$ cat src/rtl/uart_sid_tx_if.sv
// RIB slave bus bundle for uart_sid_tx: single-cycle request, combinational read data.
interface uart_sid_tx_if;
    logic        req_i;
    logic        we_i;
    logic [31:0] addr_i;
    logic [31:0] data_i;
    logic [31:0] data_o;

    modport master (output req_i, we_i, addr_i, data_i, input data_o);
    modport slave  (input req_i, we_i, addr_i, data_i, output data_o);
endinterface

$ cat src/rtl/uart_sid_tx.sv
// UART transmitter that sends a software-loaded 1..8 byte ID string, 8N1 LSB first.
// Define UART_SID_PARITY_EN to insert an even-parity bit before STOP (8E1 framing).
module uart_sid_tx #(
    parameter logic [15:0] DEFAULT_BAUD = 16'd434
) (
    input  logic          clk,
    input  logic          rst,
    uart_sid_tx_if.slave  bus,
    output logic          tx_pin,
    output logic          sid_compl_o
);

    typedef enum logic [2:0] {
        S_IDLE,
        S_START,
        S_DATA,
`ifdef UART_SID_PARITY_EN
        S_PARITY,
`endif
        S_STOP
    } state_t;

    state_t      state_q, state_d;
    logic [15:0] baud_q, baud_d;
    logic [3:0]  len_q, len_d;
    logic [31:0] id0_q, id0_d;
    logic [31:0] id1_q, id1_d;
    logic        done_q, done_d;
    logic [3:0]  byte_idx_q, byte_idx_d;
    logic [2:0]  bit_cnt_q, bit_cnt_d;
    logic [15:0] baud_cnt_q, baud_cnt_d;
    logic        tx_q, tx_d;

    logic        wr, busy, start_acc, w1c_done, done_set, done_clr, bit_done;
    logic [2:0]  off;
    logic [63:0] id_all;
    logic [7:0]  cur_byte;
    logic [3:0]  len_eff, idx_nxt;
    logic [15:0] reload;
    logic [2:0]  nxt_bit;
    logic        unused_bits;

    assign unused_bits = ^{bus.addr_i[31:5], bus.addr_i[1:0]};

    always_comb begin
        wr       = bus.req_i & bus.we_i;
        off      = bus.addr_i[4:2];
        busy     = (state_q != S_IDLE);
        id_all   = {id1_q, id0_q};
        cur_byte = id_all[{byte_idx_q[2:0], 3'b000} +: 8];
        len_eff  = (len_q > 4'd8) ? 4'd8 : len_q;
        reload   = (baud_q < 16'd2) ? 16'd1 : baud_q - 16'd1;
        bit_done = (baud_cnt_q == 16'd0);
        idx_nxt  = byte_idx_q + 4'd1;
        nxt_bit  = bit_cnt_q + 3'd1;

        start_acc = wr && (off == 3'd0) && bus.data_i[0] && !busy;
        w1c_done  = wr && (off == 3'd1) && bus.data_i[1];
        done_set  = 1'b0;
        done_clr  = 1'b0;

        state_d    = state_q;
        baud_d     = baud_q;
        len_d      = len_q;
        id0_d      = id0_q;
        id1_d      = id1_q;
        byte_idx_d = byte_idx_q;
        bit_cnt_d  = bit_cnt_q;
        tx_d       = tx_q;
        baud_cnt_d = baud_cnt_q;

        // Configuration is frozen while a string is on the wire.
        if (wr && !busy) begin
            case (off)
                3'd2: baud_d = bus.data_i[15:0];
                3'd3: id0_d  = bus.data_i;
                3'd4: id1_d  = bus.data_i;
                3'd5: len_d  = bus.data_i[3:0];
                default: ;
            endcase
        end

        if (busy)
            baud_cnt_d = bit_done ? reload : baud_cnt_q - 16'd1;

        case (state_q)
            S_IDLE: begin
                tx_d = 1'b1;
                if (start_acc) begin
                    if (len_eff != 4'd0) begin
                        state_d    = S_START;
                        tx_d       = 1'b0;
                        byte_idx_d = 4'd0;
                        baud_cnt_d = reload;
                        done_clr   = 1'b1;
                    end else begin
                        done_set = 1'b1;
                    end
                end
            end
            S_START: begin
                if (bit_done) begin
                    state_d   = S_DATA;
                    bit_cnt_d = 3'd0;
                    tx_d      = cur_byte[0];
                end
            end
            S_DATA: begin
                if (bit_done) begin
                    if (bit_cnt_q == 3'd7) begin
`ifdef UART_SID_PARITY_EN
                        state_d = S_PARITY;
                        tx_d    = ^cur_byte;
`else
                        state_d = S_STOP;
                        tx_d    = 1'b1;
`endif
                    end else begin
                        bit_cnt_d = nxt_bit;
                        tx_d      = cur_byte[nxt_bit];
                    end
                end
            end
`ifdef UART_SID_PARITY_EN
            S_PARITY: begin
                if (bit_done) begin
                    state_d = S_STOP;
                    tx_d    = 1'b1;
                end
            end
`endif
            S_STOP: begin
                if (bit_done) begin
                    byte_idx_d = idx_nxt;
                    if (idx_nxt == len_eff) begin
                        state_d  = S_IDLE;
                        done_set = 1'b1;
                    end else begin
                        state_d = S_START;
                        tx_d    = 1'b0;
                    end
                end
            end
            default: begin
                state_d = S_IDLE;
                tx_d    = 1'b1;
            end
        endcase

        // A completion landing on the same edge as a W1C must not be lost.
        done_d = done_q;
        if (w1c_done || done_clr)
            done_d = 1'b0;
        if (done_set)
            done_d = 1'b1;

        bus.data_o = 32'd0;
        if (bus.req_i) begin
            case (off)
                3'd1: bus.data_o = {30'd0, done_q, busy};
                3'd2: bus.data_o = {16'd0, baud_q};
                3'd3: bus.data_o = id0_q;
                3'd4: bus.data_o = id1_q;
                3'd5: bus.data_o = {28'd0, len_q};
                default: bus.data_o = 32'd0;
            endcase
        end
    end

    always_ff @(posedge clk or posedge rst) begin
        if (rst) begin
            state_q    <= S_IDLE;
            baud_q     <= DEFAULT_BAUD;
            len_q      <= 4'd0;
            id0_q      <= 32'd0;
            id1_q      <= 32'd0;
            done_q     <= 1'b0;
            byte_idx_q <= 4'd0;
            bit_cnt_q  <= 3'd0;
            baud_cnt_q <= 16'd0;
            tx_q       <= 1'b1;
        end else begin
            state_q    <= state_d;
            baud_q     <= baud_d;
            len_q      <= len_d;
            id0_q      <= id0_d;
            id1_q      <= id1_d;
            done_q     <= done_d;
            byte_idx_q <= byte_idx_d;
            bit_cnt_q  <= bit_cnt_d;
            baud_cnt_q <= baud_cnt_d;
            tx_q       <= tx_d;
        end
    end

    assign tx_pin      = tx_q;
    assign sid_compl_o = done_q;

endmodule
$ cat src/flat_wrapper.sv
// flat-port wrapper written by rule: the top's interface ports become plain ports
module uart_sid_tx_flat 
#(
    parameter logic [15:0] DEFAULT_BAUD = 16'd434
)
  (clk, rst, tx_pin, sid_compl_o, bus_req_i, bus_we_i, bus_addr_i, bus_data_i, bus_data_o);
  uart_sid_tx_if bus_i ();
  input  logic clk;
  input  logic rst;
  output logic tx_pin;
  output logic sid_compl_o;
  input wire logic [$bits(bus_i.req_i)-1:0] bus_req_i;
  input wire logic [$bits(bus_i.we_i)-1:0] bus_we_i;
  input wire logic [$bits(bus_i.addr_i)-1:0] bus_addr_i;
  input wire logic [$bits(bus_i.data_i)-1:0] bus_data_i;
  output wire logic [$bits(bus_i.data_o)-1:0] bus_data_o;
  assign bus_i.req_i = bus_req_i;
  assign bus_i.we_i = bus_we_i;
  assign bus_i.addr_i = bus_addr_i;
  assign bus_i.data_i = bus_data_i;
  assign bus_data_o = bus_i.data_o;
  uart_sid_tx #(.DEFAULT_BAUD(DEFAULT_BAUD)) u_core (.clk(clk), .rst(rst), .bus(bus_i), .tx_pin(tx_pin), .sid_compl_o(sid_compl_o));
endmodule
$ cat config.mk
export PLATFORM = sky130hd
export DESIGN_NAME = uart_sid_tx_flat
export DESIGN_NICKNAME = d
export VERILOG_FILES = /design/src/rtl/uart_sid_tx_if.sv /design/src/rtl/uart_sid_tx.sv /design/src/flat_wrapper.sv
export SDC_FILE = /design/constraint.sdc
export NUM_CORES = 1
export LEC_CHECK = 0
export CAP_MARGIN = 20
export CORE_MARGIN = 2
export CORE_UTILIZATION = 49
export CTS_BUF_LIST = sky130_fd_sc_hd__clkbuf_16
export DETAILED_ROUTE_END_ITERATION = 6
export PLACE_DENSITY = 0.77
export SYNTH_ARGS = -nofsm -noshare
export SYNTH_HDL_FRONTEND = slang
export SYNTH_SLANG_ARGS = --single-unit
$ cat constraint.sdc
create_clock -name clk -period 3.9 [get_ports clk]
set_input_delay 0.975 -clock clk [delete_from_list [all_inputs] [get_ports clk]]
set_output_delay 0.975 -clock clk [all_outputs]
set_load 0.005 [all_outputs]
==> results of run 1 <==
area by class of cell:
class | count | area, um^2 | share of cell area (%)
sequential | 111 | 2790 | 35.3
clock inverter | 7 | 53.8 | 0.682
inverter | 13 | 51.3 | 0.650
timing repair buffer | 95 | 965 | 12.2
tap | 176 | 220 | 2.79
clock buffer | 9 | 225 | 2.86
multi-input combinational | 449 | 3590 | 45.5
cells in the final DEF, fill, tap and decap left out, drive strengths merged, types with 11 or more instances in the layout:
| cell | n |
|---|---|
| clkdlybuf4s50 | 70 |
| inv | 13 |
| a22oi | 27 |
| nor2b | 24 |
| dfrtp | 105 |
| a21oi | 22 |
| mux2i | 34 |
| xor2 | 11 |
| o21ai | 22 |
| nor3 | 18 |
| nand2 | 33 |
| mux2 | 88 |
| buf | 23 |
| nor2 | 56 |
path summary, 6_finish.rpt:
check	start	end	slack, ns	depth (start not counted)
max	bus_addr_i[3]	bus_data_o[16]	0.13	7
min	u_core.tx_pin	u_core.tx_pin	0.52	1
max reg2reg	u_core.baud_cnt_q[0]	u_core.state_q[1]	1.04	8
min reg2reg	u_core.tx_pin	u_core.tx_pin	0.52	1
max in group asynchronous	rst	u_core.baud_q[1]	2.08	3
min in group asynchronous	rst	u_core.baud_q[11]	1.04	2
sequential cells by signal (all words and copies together) (netlist names):
name	cells
u_core.id0_q	32
u_core.len_q	4
u_core.sid_compl_o	1
u_core.bit_cnt_q	3
u_core.tx_pin	1
u_core.byte_idx_q	4
u_core.state_q	2
u_core.id1_q	32
u_core.baud_cnt_q	16
u_core.baud_q	16
power breakdown:
group | switching, mW | leakage, nW | internal, mW
sequential | 0.531 | 1.40 | 1.69
clock | 0.412 | 0.137 | 0.486
combinational | 0.932 | 1.66 | 0.992
per-stage QoR:
stage	area, um^2	power (mW)	instances	utilization [%]
after global placement	7600	4.00	844	57.8
after detailed placement	7600	4.12	844	57.8
after CTS	7880	5.03	860	59.9
after global routing	7890	5.36	860	60.0
after floorplan	6560	3.51	607	-
final	7890	5.04	860	60.0
layer usage:
metal	up-vias	share of wire [%]	global-route usage, %
met5	-	0	0
met4	0	2.9	11.1
met3	34	5.3	3.80
li1	2386	-	-
met1	2581	45	34.4
met2	170	47	38.7
cells by family (layout without fill, tap and decap cells):
kind of cell             count (synthesis)  in the layout  synth area share (%)
buffers and inverters                   47            124                  3.15
flip-flops                             111            111                  42.4
XOR/XNOR                                18             18                  2.40
adder cells (fa/ha/maj)                  9              9                  1.72
AO/OA/AOI/OAI                          118            118                  12.6
AND/OR/NAND/NOR                        172            172                  14.0
multiplexers                           132            132                  23.7
synthesized netlist by cell type (10+ instances only):
master / n
nand2_1: 33
nor3_1: 17
mux4_2: 10
o21ai_0: 20
inv_1: 13
xor2_1: 11
a22oi_1: 27
nor2b_1: 24
dfrtp_1: 105
buf_2: 12
mux2i_1: 34
a21oi_1: 22
mux2_2: 88
clkbuf_1: 16
nor2_1: 56
worst max-delay path, cell delays in order:
cell             delay (ns)
clkdlybuf4s50_1        0.44
nand2b_1               0.20
nor2_2                 0.20
buf_12                 0.20
a22oi_1                0.09
nor2b_1                0.12
clkdlybuf4s50_1        0.55
==> key figures, run 1 <==
Clock tree
  – Htree depth: 3
  – Post_cts resized: 0
  – Clock Tree Buf Depth: 2
  – Worst-path clk slew: 0.07 ns
  – Worst skew pair latency: 0.36 ns
  – Post-cts hold buffer count: 0
  – Num CTS Buffers: 9
  – Setup Buffers After CTS: 0
  – CTS tree: done
  – Clock sink total: 111
  – CTS Root Cell: clkbuf_16

STA
  – Final hold slack: 0.516 ns
  – Relative slew slack: 36.7%
  – Worst Tran Pin Value: 0.946 ns
  – RSZ-0062 raised after global routing: false
  – Post-route minimum period: 3.77 ns
  – Max Clk Rate: 265 MHz
  – Sum of negative setup slack: 0 ns
  – Final-report setup violation count: 0
  – Slew Viols, Final: 0
  – Setup Skew: 0.00844 ns
  – Final worst slack: 0.128 ns
  – Period Utilization, post-route: 96.7%
  – Final Hold Viols: 0

Detailed routing
  – Via count: 5,171
  – DRT Pass-1 Iters: 5
  – DRC errors left: 0
  – Vias per std cell: 6.01
  – DR iter-0 viols: 402
  – Wirelength per Cell: 19.7 um
  – Routed wire length: 17,000 um
  – DRT antenna net count: 0

Critical path
  – CP Class: input pin to output port
  – Setup crit end kind: output port
  – Crit path launch type: input pin
  – Critical Path AT: 2.80 ns
  – Worst Path Required: 2.92 ns
  – Crit path max fanout: 22

Hold path
  – Hold WC Path Type: register to register

Power
  – Static Leak: 3.19 nW
  – PwrDens: 639 mW/mm^2
  – VDD IR max: 0.310 mV

Floorplan
  – Cell row count: 42
  – Die width: 120 um
  – Die area: 0.0143 mm^2
  – Core ar.: 0.0131 mm^2
  – Top-Level Pins: 102
  – Die height: 120 um
  – Initial Util: 50.0%

Synthesis
  – Mean cell area of the mapped netlist: 10.8 um^2
  – Ys async rst share: 100%
  – Mapped cell area: 0.00656 mm^2
  – Syn Nets: 684
  – Synth top area cells: dfrtp_1, mux2_2, mux2i_1
  – Unique masters post-synth: 63
  – EDFF count, synth: 0
  – Share of the synthesized area in the top cell type: 40.0%
  – Most common flop cell mapped by yosys: dfrtp_1
  – Synth area leader: dfrtp_1
  – Syn Inst Count: 607
  – Yosys Warn Count: 0
  – Register area share after synthesis: 42.4%
  – Flops & latches, synth: 111

Finish
  – ANT cells: 0
  – Fraction of layout cells with a size suffix above 1: 23.4%
  – Fin nets: 756
  – FILL cells: 1,104
  – Area growth syn-to-layout: 20.2%

Global routing
  – Grt ovf: 0
  – Initial antenna violation count: 0
  – Largest net degree at the start of global routing: 66
  – GR Util All Layers: 24.8%
  – Vias in the first global route: 5,296
  – First-pass GRT wire length: 27,700 um

Place
  – I/O Buffers: 72
  – Hpwl dp: 12,100 um
  – Place WS: 0.0530 ns
  – GP Congestion: 0.889

Status
  – Status: finished clean

Flow run
  – Max-cap violations: 0
Power figures use the tool's default switching activity.
==> inputs of run 2 (changes only) <==
==> constraint.sdc (replaced) <==
create_clock -name clk -period 3.9 [get_ports clk]
set_input_delay 0.39 -clock clk [delete_from_list [all_inputs] [get_ports clk]]
set_output_delay 0.39 -clock clk [all_outputs]
set_load 0.005 [all_outputs]
==> key figures, run 2 (synthesis gave the netlist of run 1 again) <==
STA
  – RSZ-0062 raised after global routing: false
  – Slew Viols, Final: 0
  – Setup Skew: 0.00929 ns
  – Post-route minimum period: 3.18 ns
  – Sum of negative setup slack: 0 ns
  – Worst Tran Pin Value: 0.945 ns
  – Period Utilization, post-route: 81.5%
  – Max Clk Rate: 315 MHz
  – Final Hold Viols: 0
  – Relative slew slack: 36.8%
  – Final-report setup violation count: 0

Global routing
  – GR Util All Layers: 25.3%
  – GR Util met3: 4.37%
  – Vias in the first global route: 5,331
  – Initial antenna violation count: 0
  – Met1 Track Usage GR: 35.0%
  – Largest net degree at the start of global routing: 61
  – First-pass GRT wire length: 28,400 um
  – Met2 Track Usage GR: 40.5%
  – Grt ovf: 0
  – Gr busiest metal: met2

Place
  – GP Congestion: 0.917
  – Hpwl dp: 12,100 um
  – I/O Buffers: 72
  – Post-Place Cell Area: 0.00749 mm^2
  – Placed insts: 835

Detailed routing
  – Vias per std cell: 6.12
  – Routed wire length: 17,200 um
  – Wirelength per Cell: 20.2 um
  – DRC errors left: 0
  – DRT antenna net count: 0
  – Via count: 5,206
  – DRT Pass-1 Iters: 5
  – DR iter-0 viols: 387

Status
  – Status: finished clean

Critical path
  – Slowest CP cell: clkdlybuf4s50_1
  – R2r startpoint: u_core.baud_cnt_q[0]
  – CP max stage delay: 0.74 ns
  – Flop2flop setup slack: 0.98 ns
  – Critical Path AT: 2.79 ns
  – Crit path launch type: input pin
  – FF-to-FF path depth: 8
  – Setup crit end kind: output port
  – CP cell instances: clkdlybuf4s50_1, buf_4, buf_4, nand2b_1, o22ai_1, a21oi_1, nor2_1, clkdlybuf4s50_1
  – Worst Path Required: 3.51 ns
  – CP Class: input pin to output port
  – Crit path max fanout: 12
  – R2r endpoint: u_core.baud_cnt_q[12]

Finish
  – Most frequent cells in the layout: dfrtp_1, mux2_2, clkdlybuf4s50_1
  – ANT cells: 0
  – Fraction of layout cells with a size suffix above 1: 22.8%
  – Most common cell after layout, fill and taps aside: dfrtp_1
  – FILL cells: 1,126
  – Area of the multi-input gates: 0.00358 mm^2
  – Fin cells: 851
  – Design area: 0.00779 mm^2
  – Area growth syn-to-layout: 18.7%
  – Top flop regs: u_core.id0_q: 32 flops, u_core.id1_q: 32 flops
  – Sequential Area: 0.00279 mm^2
  – Fin nets: 747

Floorplan
  – Core ar.: 0.0131 mm^2
  – Cell row count: 42
  – Die area: 0.0143 mm^2
  – Die width: 120 um
  – Top-Level Pins: 102
  – Die height: 120 um
  – Initial Util: 50.0%

Power
  – Clock power share: 18.8%
  – Int Pwr: 3.17 mW
  – PwrDens: 653 mW/mm^2
  – VDD IR max: 0.331 mV
  – Sw Ratio: 37.6%
  – P_sw: 1.92 mW
  – Seq pwr share: 43.8%
  – Combinational share of power: 37.4%
  – Static Leak: 3.13 nW
  – Pwr Total: 5.09 mW

Hold path
  – Hold WC Path Type: input pin to asynchronous set/reset pin

Flow run
  – Max-cap violations: 0

Clock tree
  – Worst skew pair latency: 0.36 ns
  – CTS Root Cell: clkbuf_16
  – Post_cts resized: 0
  – Num CTS Buffers: 9
  – Clock Tree Buf Depth: 2
  – Post-cts hold buffer count: 0
  – Clock sink total: 111
  – CTS tree: done
  – Worst-path clk slew: 0.08 ns
  – Htree depth: 3
  – Setup Buffers After CTS: 0
[run 2: cell count changes in the layout (fill, tap and decap cells not counted), sizes merged]
cell	before	now
inv	13	17
clkinv	6	2
dlymetal6s2s	2	0
buf	23	14
clkdlybuf4s50	70	72
[run 2: stage by stage]
step / util, % / setup slack [ns] / hold WS [ns]
3_5_place_dp: 57.0 / 0.628 / 0.509
4_1_cts: 59.3 / 0.750 / 0.515
3_3_place_gp: 57.0 / 0.707 / 0.510
6_report: 59.3 / 0.722 / 0.480
2_1_floorplan: - / 0.589 / 0.493
5_1_grt: 59.3 / 0.612 / 0.533
[run 2: metal layers]
metal | part of all wire (%) | vias to the layer above
li1 | - | 2374
met1 | 44 | 2611
met2 | 48 | 194
met3 | 6.2 | 27
met4 | 1.8 | 0
met5 | 0 | -
[run 2: worst max-delay path, delay by kind of cell]
| kind | cells | cell delay, ns |
|---|---|---|
| buffers and inverters | 4 | 1.80 |
| AOI/OAI and AO/OA | 2 | 0.35 |
| and+or+nand+nor | 2 | 0.24 |
[run 2: how the worst max path moves through the flow]
stage	startpoint	to	slack (ns)	cells past startpoint
6_report	bus_addr_i[2]	bus_data_o[0]	0.72	8
3_3_place_gp	bus_addr_i[2]	u_core.byte_idx_q[0]	0.71	8
2_1_floorplan	rst	u_core.baud_cnt_q[0]	0.59	1
4_1_cts	bus_addr_i[2]	bus_data_o[0]	0.75	8
5_1_grt	bus_addr_i[2]	bus_data_o[0]	0.61	8
3_5_place_dp	bus_addr_i[2]	u_core.byte_idx_q[0]	0.63	8
[run 2: cell type report]
cell class              count  area share [%]
multi-input cells         449            46.0
flip-flops and latches    111            35.7
repair buffers             86            10.9
clock buffers               9            2.89
well taps                 176            2.83
clock inverters             7           0.979
inverters                  13           0.658
[run 2: power groups by stage]
stage | combinational, mW | sequential, mW | clock, mW
2_1_floorplan | 1.45 | 2.06 | 0
3_3_place_gp | 1.80 | 2.18 | 0
3_5_place_dp | 1.88 | 2.23 | 0
4_1_cts | 1.90 | 2.21 | 0.976
5_1_grt | 2.10 | 2.30 | 1.02
6_report | 1.90 | 2.23 | 0.954
==> inputs of run 3 (changes only) <==
==> constraint.sdc (replaced) <==
create_clock -name clk -period 2.6 [get_ports clk]
set_input_delay 0.26 -clock clk [delete_from_list [all_inputs] [get_ports clk]]
set_output_delay 0.26 -clock clk [all_outputs]
set_load 0.005 [all_outputs]
==> key figures, run 3 (synthesis gave the netlist of run 1 again) <==
Clock tree
  – Clock sink total: 111
  – Num CTS Buffers: 9
  – Htree depth: 3
  – Worst skew pair latency: 0.36 ns
  – CTS tree: done
  – Worst-path clk slew: 0.07 ns
  – Post-cts hold buffer count: 0
  – CTS Root Cell: clkbuf_16
  – Clock Tree Buf Depth: 2

Critical path
  – Crit. Startpoint: bus_addr_i[2]
  – Largest delay contributor family on the critical path: buffers and inverters
  – Crit path launch type: input pin
  – CP cell instances: clkdlybuf4s50_1, buf_4, nor2_1, o21ai_0, nand2_1, buf_4, nor2_1, clkdlybuf4s50_1
  – CP Class: input pin to output port
  – Worst Path Required: 2.34 ns
  – R2r startpoint: u_core.baud_cnt_q[0]
  – R2r endpoint: u_core.state_q[1]
  – Crit path max fanout: 15
  – Crit path buf inv count: 4
  – CP max stage delay: 0.57 ns
  – Slowest CP cell: clkdlybuf4s50_1
  – FF-to-FF path depth: 8
  – Setup crit end kind: output port
  – Critical Path AT: 2.22 ns
  – Flop2flop setup slack: 0.24 ns

Place
  – I/O Buffers: 72
  – GP Congestion: 0.917
  – Post-Place Cell Area: 0.00770 mm^2
  – Placed insts: 856
  – Hpwl dp: 12,200 um
  – Place WS: 0.0999 ns

Floorplan
  – Die height: 120 um
  – Die area: 0.0143 mm^2
  – Initial Util: 50.0%
  – Cell row count: 42
  – Die width: 120 um
  – Top-Level Pins: 102
  – Core ar.: 0.0131 mm^2

Detailed routing
  – Vias per std cell: 6.03
  – DRT Pass-1 Iters: 5
  – Via count: 5,261
  – DRC errors left: 0
  – DRT antenna net count: 0
  – Routed wire length: 17,200 um
  – DR iter-0 viols: 495
  – Wirelength per Cell: 19.7 um

Finish
  – Fraction of layout cells with a size suffix above 1: 25.0%
  – Most frequent cells in the layout: dfrtp_1, mux2_2, clkdlybuf4s50_1
  – Top flop regs: u_core.id0_q: 32 flops, u_core.id1_q: 32 flops
  – Fin nets: 768
  – Design area: 0.00801 mm^2
  – Fin cells: 872
  – FILL cells: 1,097
  – Most common cell after layout, fill and taps aside: dfrtp_1
  – Area growth syn-to-layout: 22.0%
  – ANT cells: 0

STA
  – Final Hold Viols: 0
  – Setup Skew: 0.00809 ns
  – Period Utilization, post-route: 95.2%
  – Sum of negative setup slack: 0 ns
  – Final worst slack: 0.124 ns
  – Final-report setup violation count: 0
  – Post-route minimum period: 2.48 ns
  – Worst Tran Pin Value: 0.751 ns
  – Final hold slack: 0.388 ns
  – RSZ-0062 raised after global routing: false
  – Slew Viols, Final: 0
  – Relative slew slack: 49.9%
  – Max Clk Rate: 404 MHz

Status
  – Status: finished clean

Hold path
  – Hold WC Path Type: input pin to asynchronous set/reset pin

Global routing
  – Grt ovf: 0
  – Vias in the first global route: 5,360
  – First-pass GRT wire length: 27,800 um
  – Initial antenna violation count: 0
  – GR Util All Layers: 24.8%
  – Largest net degree at the start of global routing: 112

Power
  – VDD IR max: 0.452 mV
  – PwrDens: 969 mW/mm^2
  – Static Leak: 3.24 nW

Flow run
  – Max-cap violations: 0
run 3: area by class of cell:
cell class	instances	area, um^2	share of cell area [%]
well taps	176	220	2.75
multi-input cells	449	3590	44.8
clock buffers	9	225	2.81
inverters	13	52.6	0.656
repair buffers	107	1060	13.2
flip-flops and latches	111	2790	34.8
clock inverters	7	75.1	0.938
run 3: where the power goes:
| group | leakage [nW] | switching [mW] | total, mW | internal (mW) |
|---|---|---|---|---|
| clock | 0.149 | 0.653 | 1.40 | 0.751 |
| sequential | 1.40 | 0.809 | 3.34 | 2.53 |
| combinational | 1.70 | 1.43 | 3.01 | 1.58 |
run 3: what timing repair did:
item	4_1_cts	5_1_grt
setup endpoints to repair	0	22
resized for setup	0	1
buffers inserted	0	0
run 3: how the worst max path moves through the flow:
stage                           endpoint  slack (ns)  depth (start not counted)
CTS                    u_core.state_q[1]        0.06                          8
detailed placement     u_core.state_q[1]         0.1                          8
floorplan              u_core.state_q[1]        0.37                          8
global placement       u_core.state_q[1]        0.16                          8
finish                     bus_data_o[9]        0.12                          8
global route        u_core.byte_idx_q[3]        0.04                          8
run 3: per-layer routing:
layer	global-route usage (%)	up-vias	share of wire, %
met4	8.97	0	1.8
li1	-	2414	-
met3	3.94	23	5.2
met2	39.5	160	47
met1	34.5	2664	46
met5	0	-	0
run 3: worst register-to-register path, cell delays in order, from the launching register on:
cell	delay, ns
dfrtp_1	0.44
inv_1	0.09
ha_1	0.21
nor3b_2	0.32
nand4_1	0.23
nor2_1	0.21
nor2_1	0.08
nor3_1	0.29
mux2_2	0.38
run 3: through the flow:
stage / total power [mW] / utilization [%]
floorplan: 5.27 / -
finish: 7.76 / 60.9
global placement: 6.13 / 58.6
global route: 8.23 / 60.9
CTS: 7.75 / 60.9
detailed placement: 6.30 / 58.6
